**src/rtl/vdf_sq_sequencer.sv**
```systemverilog
`timescale 1ns/1ps
`default_nettype none
// ============================================================================
//  Module   : vdf_sq_sequencer
//  Purpose  : Iteration controller that feeds a pipelined modular squarer its
//             own results T times, with result timeout and abort draining.
//  Revision : 1.0
// ============================================================================
module vdf_sq_sequencer #(
   parameter int WORD_BITS       = 8,
   parameter int NUM_WORDS       = 4,
   parameter int REDUN_WORD_BITS = 1,
   parameter int I_WORD          = NUM_WORDS + 1,
   parameter int COEF_BITS       = WORD_BITS + REDUN_WORD_BITS,
   parameter int ITER_BITS       = 32,
   parameter int TIMEOUT         = 1024
) (
   input  logic                          i_clk,
   input  logic                          i_rst,
   input  logic                          i_start,
   input  logic [ITER_BITS-1:0]          i_iters,
   input  logic [I_WORD*COEF_BITS-1:0]   i_dat,
   input  logic                          i_abort,
   output logic                          o_busy,
   output logic                          o_sq_val,
   output logic [I_WORD*COEF_BITS-1:0]   o_sq_dat,
   input  logic                          i_sq_val,
   input  logic [I_WORD*COEF_BITS-1:0]   i_sq_dat,
   output logic                          o_val,
   output logic [I_WORD*COEF_BITS-1:0]   o_dat,
   input  logic                          i_rdy,
   output logic                          o_err,
   output logic [ITER_BITS-1:0]          o_iter_cnt
);

   localparam int DAT_BITS = I_WORD * COEF_BITS;
   localparam int TMO_BITS = $clog2(TIMEOUT);
   localparam logic [TMO_BITS-1:0] TMO_LAST = TMO_BITS'(TIMEOUT - 1);

   typedef enum logic [1:0] {
      IDLE  = 2'd0,
      WAIT  = 2'd1,
      DONE  = 2'd2,
      DRAIN = 2'd3
   } state_t;

   state_t                 state, state_nxt;
   logic [DAT_BITS-1:0]    value, value_nxt, sq_dat_nxt;
   logic [ITER_BITS-1:0]   remaining, remaining_nxt, iter_cnt_nxt;
   logic [TMO_BITS-1:0]    tmo_cnt, tmo_cnt_nxt;
   logic                   sq_val_nxt, err_nxt;
   logic                   timed_out;

   assign timed_out = (tmo_cnt == TMO_LAST);
   assign o_dat     = value;

   always_comb begin
      state_nxt     = state;
      value_nxt     = value;
      remaining_nxt = remaining;
      iter_cnt_nxt  = o_iter_cnt;
      tmo_cnt_nxt   = tmo_cnt;
      sq_val_nxt    = 1'b0;
      sq_dat_nxt    = o_sq_dat;
      err_nxt       = o_err;
      case (state)
         IDLE: begin
            if (i_start) begin
               value_nxt     = i_dat;
               remaining_nxt = i_iters;
               iter_cnt_nxt  = '0;
               err_nxt       = 1'b0;
               tmo_cnt_nxt   = '0;
               if (i_iters == '0) begin
                  state_nxt = DONE;
               end else begin
                  state_nxt  = WAIT;
                  sq_val_nxt = 1'b1;
                  sq_dat_nxt = i_dat;
               end
            end
         end
         WAIT: begin
            // Abort beats a coincident result; if the result or timeout is here
            // nothing is left in flight, so skip the drain.
            if (i_abort) begin
               tmo_cnt_nxt = tmo_cnt + 1'b1;
               if (i_sq_val || timed_out) state_nxt = IDLE;
               else                       state_nxt = DRAIN;
            end else if (i_sq_val) begin
               value_nxt     = i_sq_dat;
               iter_cnt_nxt  = o_iter_cnt + 1'b1;
               remaining_nxt = remaining - 1'b1;
               tmo_cnt_nxt   = '0;
               if (remaining == ITER_BITS'(1)) begin
                  state_nxt = DONE;
               end else begin
                  sq_val_nxt = 1'b1;
                  sq_dat_nxt = i_sq_dat;
               end
            end else if (timed_out) begin
               state_nxt = DONE;
               err_nxt   = 1'b1;
            end else begin
               tmo_cnt_nxt = tmo_cnt + 1'b1;
            end
         end
         DRAIN: begin
            if (i_sq_val || timed_out) state_nxt = IDLE;
            else                       tmo_cnt_nxt = tmo_cnt + 1'b1;
         end
         DONE: begin
            if (i_abort || i_rdy) state_nxt = IDLE;
         end
         default: state_nxt = IDLE;
      endcase
   end

   always_ff @(posedge i_clk or posedge i_rst) begin
      if (i_rst) begin
         state      <= IDLE;
         value      <= '0;
         remaining  <= '0;
         tmo_cnt    <= '0;
         o_busy     <= 1'b0;
         o_sq_val   <= 1'b0;
         o_sq_dat   <= '0;
         o_val      <= 1'b0;
         o_err      <= 1'b0;
         o_iter_cnt <= '0;
      end else begin
         state      <= state_nxt;
         value      <= value_nxt;
         remaining  <= remaining_nxt;
         tmo_cnt    <= tmo_cnt_nxt;
         o_busy     <= (state_nxt != IDLE);
         o_sq_val   <= sq_val_nxt;
         o_sq_dat   <= sq_dat_nxt;
         o_val      <= (state_nxt == DONE);
         o_err      <= err_nxt;
         o_iter_cnt <= iter_cnt_nxt;
      end
   end

endmodule
`default_nettype wire

```
**config.mk**
```make
export PLATFORM = sky130hd
export DESIGN_NAME = vdf_sq_sequencer
export DESIGN_NICKNAME = d
export VERILOG_FILES = /design/src/rtl/vdf_sq_sequencer.sv
export SDC_FILE = /design/constraint.sdc
export NUM_CORES = 1
export LEC_CHECK = 0
export CAP_MARGIN = 20
export CORE_MARGIN = 1.5
export CORE_UTILIZATION = 40
export CTS_CLUSTER_SIZE = 24
export DETAILED_ROUTE_END_ITERATION = 6
export PLACE_DENSITY_LB_ADDON = 0.12
export REMOVE_ABC_BUFFERS = 1
export SYNTH_ARGS = -nofsm -noshare
export SYNTH_HDL_FRONTEND = slang
export SYNTH_SLANG_ARGS = --single-unit
```
**constraint.sdc**
```tcl
create_clock -name i_clk -period 6.9 [get_ports i_clk]
set_clock_uncertainty 0.2 [all_clocks]
set_input_delay 1.38 -clock i_clk [delete_from_list [all_inputs] [get_ports i_clk]]
set_output_delay 1.38 -clock i_clk [all_outputs]
set_load 0.1 [all_outputs]
```
Word level (Yosys, flattened, before mapping)
Cells that the tools add are included.

cells by class
  reductions and logical operators = 11
  muxes and demuxes = 45
  eq/ne operators = 15
  add/sub/neg operators = 3

operators by type and width
  operator                                                              number
  45-bit two-way mux                                                    8
  32-bit two-way mux                                                    6
  45-bit one-hot mux with 2 select lines                                2
  32-bit one-hot mux with 2 select lines                                2
  10-bit two-way mux                                                    5
  32-bit by 1-bit adder with 32-bit output, second input constant       1
  32-bit by 1-bit == test with 1-bit output, second input constant      1
  32-bit zero test                                                      1
  32-bit by 1-bit subtractor with 32-bit output, second input constant  1
  10-bit one-hot mux with 3 select lines                                1
  2-bit two-way mux                                                     9
  2-bit inequality test, second input constant                          8
  10-bit by 1-bit adder with 10-bit output, second input constant       1
  10-bit == test, second input constant                                 1
  1-bit two-way mux                                                     9
  2-bit one-hot mux with 4 select lines                                 1
  4-bit AND reduction                                                   2
  2-bit == test, second input constant                                  3
  6-bit AND reduction                                                   1
  5-bit AND reduction                                                   1
  4-bit inequality test, second input constant                          1
  1-bit one-hot mux with 2 select lines                                 2
  2-bit nonzero test                                                    2
  3-bit nonzero test                                                    1
  3 further kinds                                                       4

storage, ports and cells
  flip-flop bits (word level) = 170
  output and inout bits = 126
  word-level logic and storage cells = 84
  bits of input ports = 128

Depth between registers and ports, before layout
Gate-level depths: netlist (run 1).

  depth in word-level cells = 6
  gate-level depth with buffers = 8
  gate-level depth less buffers = 7

Least setup slack after synthesis (run 1)
OpenSTA, ideal clock, no wires.

  path type = input-to-reg
  from = in i_abort
  to = reg o_sq_dat[0]
  buffers on the path = 1
  arrival = 2.961 ns
  slack = 3.612 ns
  library setup time = 0.126 ns
  stages on the path = 6
  data required time = 6.574 ns
  cells stage by stage = nand3b_2 -> a21oi_2 -> nand2_1 -> o21ai_2 -> buf_6 -> mux2_4

between the ends
  cells in the longest elaborated chain, start to end = 2

RTL lines
  element                          line  source
  from (decl)                      23    input logic i_abort,
  2-bit inequality test (no line)  -
  6-bit AND reduction (no line)    -
  to (signal assigned)             138   o_sq_dat <= sq_dat_nxt;
  to (decl)                        26    output logic [I_WORD*COEF_BITS-1:0] o_sq_dat,

Every way passes these cells.
A chain may end at the register's enable or synchronous reset.

Final worst setup path (run 1)
  from = in i_sq_val
  to = reg o_sq_dat[30]

between the ends
  cells in the longest elaborated chain, start to end = 2

RTL lines
  element                          line  source
  from (decl)                      27    input logic i_sq_val,
  2-bit inequality test (no line)  -
  6-bit AND reduction (no line)    -

Every way passes these cells.

==> flow_metrics.tcl, run 1 <==
set metrics [dict create \
    postCtsSetupRepairBufs 0 \
    min_period_ns 4.26 \
    setup_viol 0 \
    synth_area_leaders "dfrtp_1, nand2_1, mux2_4" \
    cts_max_level 4 \
    cts_tree "done" \
    hpwl_um 17200 \
    yosysMostFrequentCell "nand2_1" \
    grt_pass1_wl_um 38900 \
    clockBufferDepth 2 \
    yosysTopAreaCell "dfrtp_1" \
    regToRegSetupSlack_ns 3.53 \
    die_area_um2 22600 \
    postCtsHoldBufs 0 \
    outcome "finished clean" \
    dr.pass1.iters 4 \
    gr-total-overflow 0 \
    fmax_mhz 235 \
    synthToLayoutAreaGrowth_pct 38.4 \
    netlist_area_um2 8670 \
    worstSetupEndpointType "flip-flop" \
    coreArea_um2 21200 \
    drt_wl_total_um 24500 \
    start_kind "primary input" \
    ys_types 61 \
    diodes 0 \
    synth_seq_area_share_pct 49.1 \
    ant_nets 0 \
    synth.top_cell.area_share_pct 49.1 \
    drt_drc_violations_left 0 \
    period_share_pct 61.8 \
    layout.nets 1276 \
    crit_required_ns 7.01 \
    worstPathArrival_ns 4.37 \
    relSlewSlack_pct 26.1 \
    cts-resized-gates 0 \
    io_buffer_count 253 \
    hold_path_class "reg -> reg" \
    path_clk_slew_ns 0.07 \
    rsz0062_at_grt "no" \
    dr_total_vias 7563 \
    grt_util_all_layers_pct 22.1 \
    drive_above_1_share_pct 9.51 \
    grt_pass1_vias 7187 \
    grt_max_degree 97 \
    tns_ns 0 \
    die_h_um 150 \
    cts.sinks 170 \
    start_util_pct 41.0 \
    synth_common_cells "nand2_1, dfrtp_1, nor2_1, a31oi_1" \
    via_per_inst 5.28 \
    multi_input_area_um2 4160 \
    place_inst 1400 \
    floorplan.rows 53 \
    antenna_found_initial 1 \
    syn_avg_cell_area_um2 9.46 \
    place_ws_ns 2.22 \
    hold_viol_final 0 \
    async_flop_share_pct 100 \
    ys_ff_latch 170 \
    gp_congestion 0.802 \
    yosysWarningCount 0 \
    synth_cells 917 \
    cts-root-buf "clkbuf_16" \
    wire_per_inst_um 17.1 \
    fill_cells 1909 \
    drt-initial-drc-count 520 \
    clock_latency_ns 0.43 \
    dieWidth_um 150 \
    cts_inserted_buffers 17 \
    setup_ws_ns 2.64 \
    worst_pin_slew_ns 1.11 \
    ios 254 \
    final_cell_count_no_fill 1432 \
    seq_area_um2 4250 \
    cp_max_fo 46 \
    whs_ns 0.309 \
    cap_viol_max_count 0 \
    worstSetupPathType "in -> reg" \
    slew_violations 0 \
    synth_flop_cell "dfrtp_1" \
    synth_edf_count 0 \
]
[registers in the layout, indices dropped and copies added, names as in the netlist]
register,count
o_iter_cnt,32
tmo_cnt,10
o_dat,45
state,2
o_err,1
o_val,1
o_sq_dat,45
o_sq_val,1
o_busy,1
remaining,32
[cell usage in the layout, fill, tap and decap left out, types with 4 or more instances in the layout]
master	instances
a2111oi_2	4
a21oi_1	33
a22oi_1	4
a2bb2oi_1	8
a31oi_1	48
and4_1	5
buf_4	9
clkbuf_16	17
clkdlybuf4s50_1	253
clkinvlp_4	4
dfrtp_1	170
ha_1	4
inv_1	13
inv_6	6
mux2_2	6
mux2_4	39
mux2i_1	4
nand2_1	181
nand2b_1	6
nand3_1	26
nand4_1	23
nor2_1	110
nor3_1	22
nor4_1	21
o21ai_0	26
o22a_1	5
o22ai_1	10
o31ai_1	5
xnor2_1	14
xor2_1	20
[critical path: stages]
cell and delay (ns):
clkdlybuf4s50_1 0.61, nand3b_2 0.26, a21oi_4 0.20, buf_4 0.38, nand2_1 0.20, o21ai_4 0.20
buf_4 0.66, mux2_2 0.41
[kinds of logic after synthesis]
kind of cell	share of synthesized area, %
simple gates	22.6
xor+xnor	3.43
buf+inv	3.35
mux	7.99
fa+ha+maj	0.577
flops	49.1
compound gates	13.0
[area by class of cell]
class                   count  area share [%]
inverters                  14           0.480
well taps                 275            2.87
clock buffers              17            3.54
repair buffers            262            21.7
flip-flops and latches    170            35.4
multi-input cells         679            34.6
clock inverters            15            1.37
[metal layers]
metal / wire, um / global-route usage (%)
met1: 10700 / 29.5
met2: 11800 / 35.3
met3: 1490 / 5.73
met4: 535 / 6.42
met5: 16 / 0
[path summary, 6_finish.rpt]
kind                                              to                startpoint  cells past startpoint
max                         o_sq_dat[30]$_DFFE_PP0P_                  i_sq_val                      8
min                         o_sq_dat[44]$_DFFE_PP0P_  o_sq_dat[44]$_DFFE_PP0P_                      1
min reg2reg                 o_sq_dat[44]$_DFFE_PP0P_  o_sq_dat[44]$_DFFE_PP0P_                      1
max in group asynchronous  o_iter_cnt[1]$_DFFE_PP0P_                     i_rst                      3
min in group asynchronous      o_dat[43]$_DFFE_PP0P_                     i_rst                      2
max reg2reg                 o_sq_dat[30]$_DFFE_PP0P_        state[1]$_DFF_PP0_                      5
[stage by stage]
stage / cell area (um^2) / utilization [%]
2_1_floorplan: 8430 / -
3_3_place_gp: 11400 / 53.9
3_5_place_dp: 11400 / 53.9
4_1_cts: 12000 / 56.7
5_1_grt: 12000 / 56.7
6_report: 12000 / 56.7
Power of run 1 is not shown: default switching activity piles up to over one toggle a cycle in this logic, so the estimate is an artifact.
==> run 2, diff against run 1 <==
Clock period 6.9 ns to 3.9 ns, I/O delays scaled along.
==> run 2 against run 1 <==
  * Die area unchanged
  * Hold slack improved by 0.0016 ns
  * Wire length increased by 1.6%
  * Worst setup slack got worse by 1.8 ns
  * First-iteration DRC count decreased by 21%
  * Critical path type unchanged
  * Clock-buffer cell count increased by 1
  * Non-clock buffer count increased by 5
  * Cell area increased by 0.72%
  * Largest cell class unchanged
==> flow_metrics.tcl, run 2 (synthesis gave the netlist of run 1 again) <==
set metrics [dict create \
    tns_ns 0 \
    ant_nets 0 \
    synthToLayoutAreaGrowth_pct 39.4 \
    path_clk_slew_ns 0.07 \
    via_per_inst 5.34 \
    gp_congestion 0.800 \
    drive_above_1_share_pct 9.98 \
    cts_max_level 4 \
    period_share_pct 79.3 \
    cts-root-buf "clkbuf_16" \
    drt-initial-drc-count 409 \
    start_kind "primary input" \
    setup_ws_ns 0.806 \
    fill_cells 1894 \
    layout.nets 1281 \
    slew_violations 0 \
    cts.sinks 170 \
    layout_common_cells "clkdlybuf4s50_1, nand2_1, dfrtp_1" \
    cts_inserted_buffers 17 \
    worstSetupPathType "in -> reg" \
    regToRegSetupSlack_ns 1.10 \
    grt_pass1_wl_um 39300 \
    drt_wl_total_um 24900 \
    min_period_ns 3.09 \
    crit_required_ns 4.01 \
    final_common_cell "clkdlybuf4s50_1" \
    fmax_mhz 323 \
    cp_max_fo 46 \
    cts_tree "done" \
    coreArea_um2 21200 \
    grt_pass1_vias 7255 \
    whs_ns 0.310 \
    io_buffer_count 253 \
    die_h_um 150 \
    postCtsHoldBufs 0 \
    die_area_um2 22600 \
    worstPathArrival_ns 3.20 \
    rsz0062_at_grt "no" \
    dr_total_vias 7680 \
    relSlewSlack_pct 29.9 \
    hold_path_class "reg -> reg" \
    cts-resized-gates 0 \
    worst_pin_slew_ns 1.05 \
    start_util_pct 41.0 \
    drt_drc_violations_left 0 \
    cap_viol_max_count 0 \
    outcome "finished clean" \
    hpwl_um 17300 \
    gr-total-overflow 0 \
    setup_viol 0 \
    clock_latency_ns 0.43 \
    place_ws_ns 0.445 \
    postCtsSetupRepairBufs 0 \
    clockBufferDepth 2 \
    floorplan.rows 53 \
    wire_per_inst_um 17.3 \
    worstSetupEndpointType "flip-flop" \
    antenna_found_initial 0 \
    hold_viol_final 0 \
    grt_util_all_layers_pct 22.2 \
    ios 254 \
    dieWidth_um 150 \
    dr.pass1.iters 5 \
    grt_max_degree 131 \
]
run 2: changes by cell type in the layout (fill, tap and decap cells not counted), sizes merged:
cell,before,now
buf,9,16
clkdlybuf4s50,253,251
clkinv,3,5
clkinvlp,4,2
bufinv,2,1
clkbuf,17,18
diode,0,1
run 2: critical path, cell delays in order:
cell and delay [ns]:
clkdlybuf4s50_1 0.43, nor4_1 0.65, nand4_1 0.21, o21ai_0 0.40
o21ai_4 0.12, buf_12 0.23, mux2_4 0.33
run 2: per-stage QoR:
stage	util [%]	area (um^2)	std cells
6_report	57.1	12100	1438
5_1_grt	57.1	12100	1437
4_1_cts	57.1	12100	1437
3_5_place_dp	54.5	11500	1405
3_3_place_gp	54.5	11500	1405
2_1_floorplan	-	8430	863
run 2: path summary, 6_finish.rpt:
| kind | cells after the start | from | endpoint |
|---|---|---|---|
| setup / recovery | 7 | i_iters[17] | o_sq_dat[15]$_DFFE_PP0P_ |
| hold / removal | 1 | o_sq_dat[36]$_DFFE_PP0P_ | o_sq_dat[36]$_DFFE_PP0P_ |
| setup reg to reg | 7 | remaining[0]$_DFFE_PP0P_ | remaining[30]$_DFFE_PP0P_ |
| hold reg to reg | 1 | o_sq_dat[36]$_DFFE_PP0P_ | o_sq_dat[36]$_DFFE_PP0P_ |
| max in group asynchronous | 3 | i_rst | o_sq_dat[24]$_DFFE_PP0P_ |
| min in group asynchronous | 2 | i_rst | o_dat[33]$_DFFE_PP0P_ |
run 2: area by class of cell:
type	instances	area, um^2	area share [%]
sequential	170	4250	35.2
multi-input combinational	679	4160	34.4
timing repair buffer	267	2710	22.4
clock buffer	18	429	3.55
tap	275	344	2.85
clock inverter	14	136	1.13
inverter	14	57.6	0.476
antenna	1	2.50	0.0207
run 2: layer usage:
metal,share of wire [%],wire length (um),GRT usage [%]
met5,0,0,0
met4,1.8,442,6.76
met3,5.8,1440,5.00
met2,48,12000,35.3
met1,44,11000,30.2
Power of run 2 is left out for the same reason.
